### src/rtl/lpm_reduce_pipe.sv
// Pipelined per-bit AND/OR/XOR/pass reduction of lpm_size operand words, with optional inversion.
// Latency is lpm_pipeline enabled edges (0 = combinational); no backpressure, and clken=0 freezes every stage.
module lpm_reduce_pipe #(
  parameter     lpm_type     = "lpm_reduce_pipe",
  parameter int lpm_width    = 1,
  parameter int lpm_size     = 2,
  parameter int lpm_pipeline = 1,
  parameter     lpm_hint     = "UNUSED"
) (
  input  logic                          clock,
  input  logic                          sclr,
  input  logic                          clken,
  input  logic                          data_valid,
  input  logic [2:0]                    op,
  input  logic [lpm_size*lpm_width-1:0] data,
  output logic [lpm_width-1:0]          result,
  output logic                          result_valid
);

  localparam int W  = lpm_width;
  localparam int DW = lpm_size * lpm_width;
  localparam     unused_info = {lpm_type, lpm_hint};

  // Fold operands lo..hi-1 into acc; operand 0 seeds acc, so pass (op=x11) leaves it untouched.
  function automatic logic [W-1:0] fold(
    input logic [W-1:0]  acc,
    input logic [DW-1:0] d,
    input logic [2:0]    o,
    input int            lo,
    input int            hi,
    input logic          last
  );
    logic [W-1:0] r;
    r = acc;
    for (int j = 1; j < lpm_size; j++) begin
      if (j >= lo && j < hi) begin
        case (o[1:0])
          2'b00:   r = r & d[j*W +: W];
          2'b01:   r = r | d[j*W +: W];
          2'b10:   r = r ^ d[j*W +: W];
          default: r = r;
        endcase
      end
    end
    if (last && o[2]) r = ~r;
    return r;
  endfunction

  if (lpm_pipeline == 0) begin : g_comb
    logic unused_ctl;
    assign unused_ctl   = clock ^ sclr ^ clken;
    assign result       = fold(data[W-1:0], data, op, 1, lpm_size, 1'b1);
    assign result_valid = data_valid;
  end else begin : g_pipe
    localparam int N = lpm_pipeline;

    logic [N-1:0][DW-1:0] dat_q, dat_v;
    logic [N-1:0][W-1:0]  acc_q, acc_v, acc_d;
    logic [N-1:0][2:0]    op_q, op_v;
    logic [N-1:0]         vld_q, vld_v;
    logic                 unused_bits;

    // Stage s folds its contiguous slice of operands 1..lpm_size-1; the last stage also inverts.
    always_comb begin
      dat_v = '0;
      acc_v = '0;
      op_v  = '0;
      vld_v = '0;
      acc_d = '0;
      dat_v[0] = data;
      acc_v[0] = data[W-1:0];
      op_v[0]  = op;
      vld_v[0] = data_valid;
      for (int s = 1; s < N; s++) begin
        dat_v[s] = dat_q[s-1];
        acc_v[s] = acc_q[s-1];
        op_v[s]  = op_q[s-1];
        vld_v[s] = vld_q[s-1];
      end
      for (int s = 0; s < N; s++) begin
        acc_d[s] = fold(acc_v[s], dat_v[s], op_v[s],
                        1 + ((lpm_size - 1) * s) / N,
                        1 + ((lpm_size - 1) * (s + 1)) / N,
                        s == N - 1);
      end
    end

    always_ff @(posedge clock) begin
      if (sclr) begin
        dat_q <= '0;
        acc_q <= '0;
        op_q  <= '0;
        vld_q <= '0;
      end else if (clken) begin
        dat_q <= dat_v;
        acc_q <= acc_d;
        op_q  <= op_v;
        vld_q <= vld_v;
      end
    end

    // Last-stage operand/op copies are never consumed; synthesis prunes them.
    assign unused_bits  = ^{dat_q, op_q};
    assign result       = acc_q[N-1];
    assign result_valid = vld_q[N-1];
  end

endmodule

### config.mk
export PLATFORM = sky130hd
export DESIGN_NAME = lpm_reduce_pipe
export DESIGN_NICKNAME = d
export VERILOG_FILES = /design/src/rtl/lpm_reduce_pipe.sv
export SDC_FILE = /design/constraint.sdc
export NUM_CORES = 1
export LEC_CHECK = 0
export CORE_AREA = 10 10 47 49
export CTS_BUF_LIST = sky130_fd_sc_hd__clkbuf_4
export DETAILED_ROUTE_END_ITERATION = 7
export DIE_AREA = 0 0 57 59
export GPL_ROUTABILITY_DRIVEN = 0
export PLACE_DENSITY = 0.32
export SYNTH_ARGS = -nofsm -noshare
export SYNTH_HDL_FRONTEND = slang
export SYNTH_SLANG_ARGS = --single-unit
### constraint.sdc
create_clock -name clock -period 1.43 [get_ports clock]
set_clock_uncertainty 0.2 [all_clocks]
set_input_delay 0.2145 -clock clock [delete_from_list [all_inputs] [get_ports clock]]
set_output_delay 0.2145 -clock clock [all_outputs]
set_load 0.02 [all_outputs]
**After elaboration in Yosys (flattened, before gate mapping)**

Cells that the tools add are included.
Widths: inputs -> output; s select.

- Equality and inequality tests: 2
- Mux-type cells: 2
- Bitwise logic cells: 4
- Reductions and logical operators: 1

Operator list:

| kind | count |
|---|---|
| $pmux 1 s3 | 1 |
| $eq 2x1->1 const B | 1 |
| $eq 2x2->1 const B | 1 |
| $logic_not 2->1 | 1 |
| $and 1x1->1 | 1 |
| $mux 1 | 1 |
| $not 1->1 | 1 |
| $or 1x1->1 | 1 |
| $xor 1x1->1 | 1 |

- Flip-flop bits (word level): 2

**Longest topological paths before layout**

- Depth after elaboration: 4
- Mapped depth: 6
- Depth with buffers taken out: 6

**Least setup slack after synthesis**

OpenSTA, ideal clock, no wires.

- Kind: input -> register
- Start: input data[0]
- End: register g_pipe.acc_q, in the netlist result
- Arrival time: 1.227 ns
- Data required time: 1.110 ns
- Setup slack: -0.117 ns
- Cell stages on the path: 4
- Path buffers: 0
- Cells stage by stage: inv_1 ha_1 mux4_2 a211o_1

- Cells in the longest elaborated chain, start to end: 4

Ends and longest elaborated chain:

| item | RTL line | RTL |
|---|---|---|
| from (decl) | 15 | `input logic [lpm_size*lpm_width-1:0] data,` |
| $xor 1x1->1 (tied with other cells) | 40 | `2'b10: r = r ^ d[j*W +: W];` |
| $pmux 1 s3 * | 37 | `case (o[1:0])` |
| $not 1->1 | 45 | `if (last && o[2]) r = ~r;` |
| $mux 1 * | 45 |  |
| to (signal assigned) | 91 | `acc_q <= '0;` |
| to (signal assigned) | 96 | `acc_q <= acc_d;` |
| to (decl) | 58 | `logic [N-1:0][W-1:0] acc_q, acc_v, acc_d;` |

Mark *: on every way between the ends. The rest lies on a longest branch, timed or not.
A chain may end at the register's enable or synchronous reset.

**Worst setup path after layout**

- Start: input data[1]
- End: register g_pipe.acc_q, in the netlist result

Same word-level chain as after synthesis.

==> out/summary.log <==
qor: drt.finalWirelength 422 um
qor: logic_synthesis.postSynthRegisterBits 2
qor: drt.wl_per_cell 9.59 um
qor: floorplan.fp.dieW 57 um
qor: logic_synthesis.synth_area_per_cell 10.0 um^2
qor: placed_design.portBuffers 10
qor: critical_path.timing.critical_path.from_type input port
qor: power.power.leakage 0.146 nW
qor: sta.final.period_utilization 0.995
qor: cts.root_buffer sky130_fd_sc_hd__clkbuf_4
qor: sta.slew_headroom 0.854
qor: global_routing.grt_max_degree 5
qor: critical_path.cp_arrival 1330 ps
qor: placed_design.post-place-ws -800 ps
qor: logic_synthesis.mappedNetlistNets 26
qor: cts.htree_levels 1
qor: finish.post_layout_nonfiller_instances 44
qor: placed_design.placed_cell_count 41
qor: drt.viasPerCell 3.59
qor: drt.drc 0
qor: finish.postLayoutCoreUtil 0.234
qor: sta.setup_ws 7.19 ps
qor: logic_synthesis.synth.cells.most_frequent 3 x sky130_fd_sc_hd__inv_1, 2 x sky130_fd_sc_hd__dfxtp_1, 2 x sky130_fd_sc_hd__ha_1, 2 x sky130_fd_sc_hd__nor3b_1
qor: global_routing.global_route_wire_length_before_repair 717 um
qor: power.irDropWorstVdd 0.169 mV
qor: drt.count_of_tritonroute_iterations_in_the_first_routing_pass 1
qor: run_status.status complete, no violations
qor: logic_synthesis.top_cell_type_by_total_area_after_synthesis sky130_fd_sc_hd__dfxtp_1
qor: logic_synthesis.synth_enable_flop_cells 0
qor: critical_path.timing.setup.critical_path_class input port to register
qor: logic_synthesis.post-synth-top-count-cell sky130_fd_sc_hd__inv_1
qor: finish.layout-drive-gt1-share 0.357
qor: drt.route.vias.total 158
qor: global_routing.first_global_vias 183
qor: floorplan.rows 14
qor: power.cellPowerDensity 764 mW/mm^2
qor: floorplan.core_area 0.00140 mm^2
qor: logic_synthesis.synth-seq-area-share 0.267
qor: floorplan.initial_utilization 0.107
qor: logic_synthesis.synth_largest_type_area_fraction 0.267
qor: floorplan.pin_count 11
qor: critical_path.ff2ff_setup_slack 480 ps
qor: global_routing.global_route.overflow_total 0
qor: sta.final_period_minus_worst_setup_slack 1420 ps
qor: sta.tightestPinTransition 219 ps
qor: global_routing.global_route.usage.total 0.0268
qor: sta.timing.final.setup_violations 0
qor: logic_synthesis.synthArstFlopShare 0
qor: run.cap_violations 0
qor: logic_synthesis.most_used_dff_post_synth sky130_fd_sc_hd__dfxtp_1
qor: sta.rsz_0062_raised_after_global_routing yes
qor: logic_synthesis.synth.lib_cells_used.distinct 10
qor: drt.dr.first_iter.drc_count 0
qor: logic_synthesis.yosysWarnings 0
qor: sta.achievable-frequency 703 MHz
qor: global_routing.number_of_antenna_violations_at_the_first_check_in_global_routing 0
qor: min_path.hold_class input port to register
qor: logic_synthesis.synthTopCellsByArea sky130_fd_sc_hd__dfxtp_1 27%, sky130_fd_sc_hd__ha_1 17%, sky130_fd_sc_hd__mux4_2 15%
qor: finish.area_growth_syn_to_layout 118%
qor: logic_synthesis.netlist_instances 15
qor: cts.worst_setup_hold_path_clk_slew 30 ps
qor: finish.final_net_count 41
qor: cts.cts_tree done
qor: floorplan.total_die_area 0.00336 mm^2
qor: critical_path.worst-path-max-fanout 2
qor: placed_design.hpwlAfterDp 375 um
qor: cts.clock_sink_count 2
qor: sta.timing_max_transition_violations_final 0
qor: finish.antennaDiodeCount 0
qor: cts.cts_made_buffers 3
qor: sta.report.final.hold_viol_count 0
qor: finish.final.fill_count 168
qor: critical_path.required 1330 ps
qor: cts.worst_skew_pair.late_latency 220 ps
qor: critical_path.end_kind register
qor: floorplan.floorplan.die.height 59 um
qor: cts.clockBufferDepth 2
qor: logic_synthesis.post_synth_instance_area 150 um^2
qor: drt.postRouteAntennaNets 0
==> layout by cell type, fill, tap and decap left out <==
cell and count:
sky130_fd_sc_hd__dlygate4sd2_1 3, sky130_fd_sc_hd__mux2i_1 1, sky130_fd_sc_hd__inv_4 1, sky130_fd_sc_hd__buf_6 1, sky130_fd_sc_hd__ha_1 1, sky130_fd_sc_hd__a211o_1 1
sky130_fd_sc_hd__clkbuf_4 3, sky130_fd_sc_hd__nor3b_1 2, sky130_fd_sc_hd__nand2_1 1, sky130_fd_sc_hd__ha_4 1, sky130_fd_sc_hd__buf_12 1, sky130_fd_sc_hd__inv_12 1
sky130_fd_sc_hd__nor2_1 1, sky130_fd_sc_hd__inv_1 1, sky130_fd_sc_hd__clkdlybuf4s50_1 5, sky130_fd_sc_hd__dfxtp_1 2, sky130_fd_sc_hd__mux4_2 1, sky130_fd_sc_hd__nor3_2 1
==> repair_timing <==
action / in CTS / in global routing
buffers inserted: 0 / 0
gates cloned: 0 / 0
endpoints found under the setup margin: 3 / 1
pin swaps: 1 / 1
hold buffers: 0 / 0
gates resized for setup: 14 / 5
endpoints found under the hold margin: 0 / 0
==> flip-flops by register name, indices dropped and copies added (netlist names) <==
name / flops
result: 1
result_valid: 1
==> layer usage <==
layer	GRT usage	vias to the layer above	wire length, um
met3	0.0193	0	38
met1	0.0309	70	235
met2	0.0326	10	148
met4	0.0201	0	0
li1	-	78	-
met5	0	-	0
==> cells by family after synthesis <==
| group | Yosys count | share of synthesized area |
|---|---|---|
| AND/OR/NAND/NOR | 5 | 0.217 |
| buffers and inverters | 3 | 0.0750 |
| multiplexers | 2 | 0.217 |
| adder cells (fa/ha/maj) | 2 | 0.167 |
| flip-flops | 2 | 0.267 |
| AO/OA/AOI/OAI | 1 | 0.0583 |
==> metrics by stage <==
step | setup TNS (ps) | hold WS (ps) | area (um^2) | power (W)
after floorplan | -81.4 | 86.9 | 175 | 0.0000911
after global placement | -791 | 278 | 295 | 0.000132
after detailed placement | -800 | 297 | 295 | 0.000133
after CTS | 0 | 299 | 310 | 0.000254
after global routing | -6.53 | 296 | 328 | 0.000270
final | 0 | 282 | 328 | 0.000251
==> layout make-up <==
class | instances | area, um^2 | share of cell area
flip-flops and latches | 2 | 40.0 | 0.122
clock buffers | 3 | 22.5 | 0.0687
inverters | 3 | 26.3 | 0.0802
repair buffers | 10 | 108 | 0.328
multi-input cells | 10 | 111 | 0.340
well taps | 16 | 20.0 | 0.0611
==> path summary, 6_finish.rpt <==
path	depth (start not counted)	endpoint	startpoint
max reg2reg	2	result$_SDFFE_PP0P_	result$_SDFFE_PP0P_
min reg2reg	2	result_valid$_SDFFE_PP0P_	result_valid$_SDFFE_PP0P_
min	3	result$_SDFFE_PP0P_	data[0]
max	5	result$_SDFFE_PP0P_	data[1]
==> where the power goes <==
part	internal [W]	total, W	leakage (nW)	switching (W)
Combinational	0.0000413	0.0000682	0.115	0.0000269
Sequential	0.0000605	0.0000622	0.0165	0.00000161
Clock	0.0000922	0.000120	0.0138	0.0000279
Total	0.000194	0.000251	0.146	0.0000564
==> worst max-delay path: stages <==
cell	delay, ps
sky130_fd_sc_hd__buf_12	110
sky130_fd_sc_hd__inv_12	40
sky130_fd_sc_hd__ha_4	180
sky130_fd_sc_hd__mux4_2	480
sky130_fd_sc_hd__a211o_1	300
(Power assumes the default switching activity.)
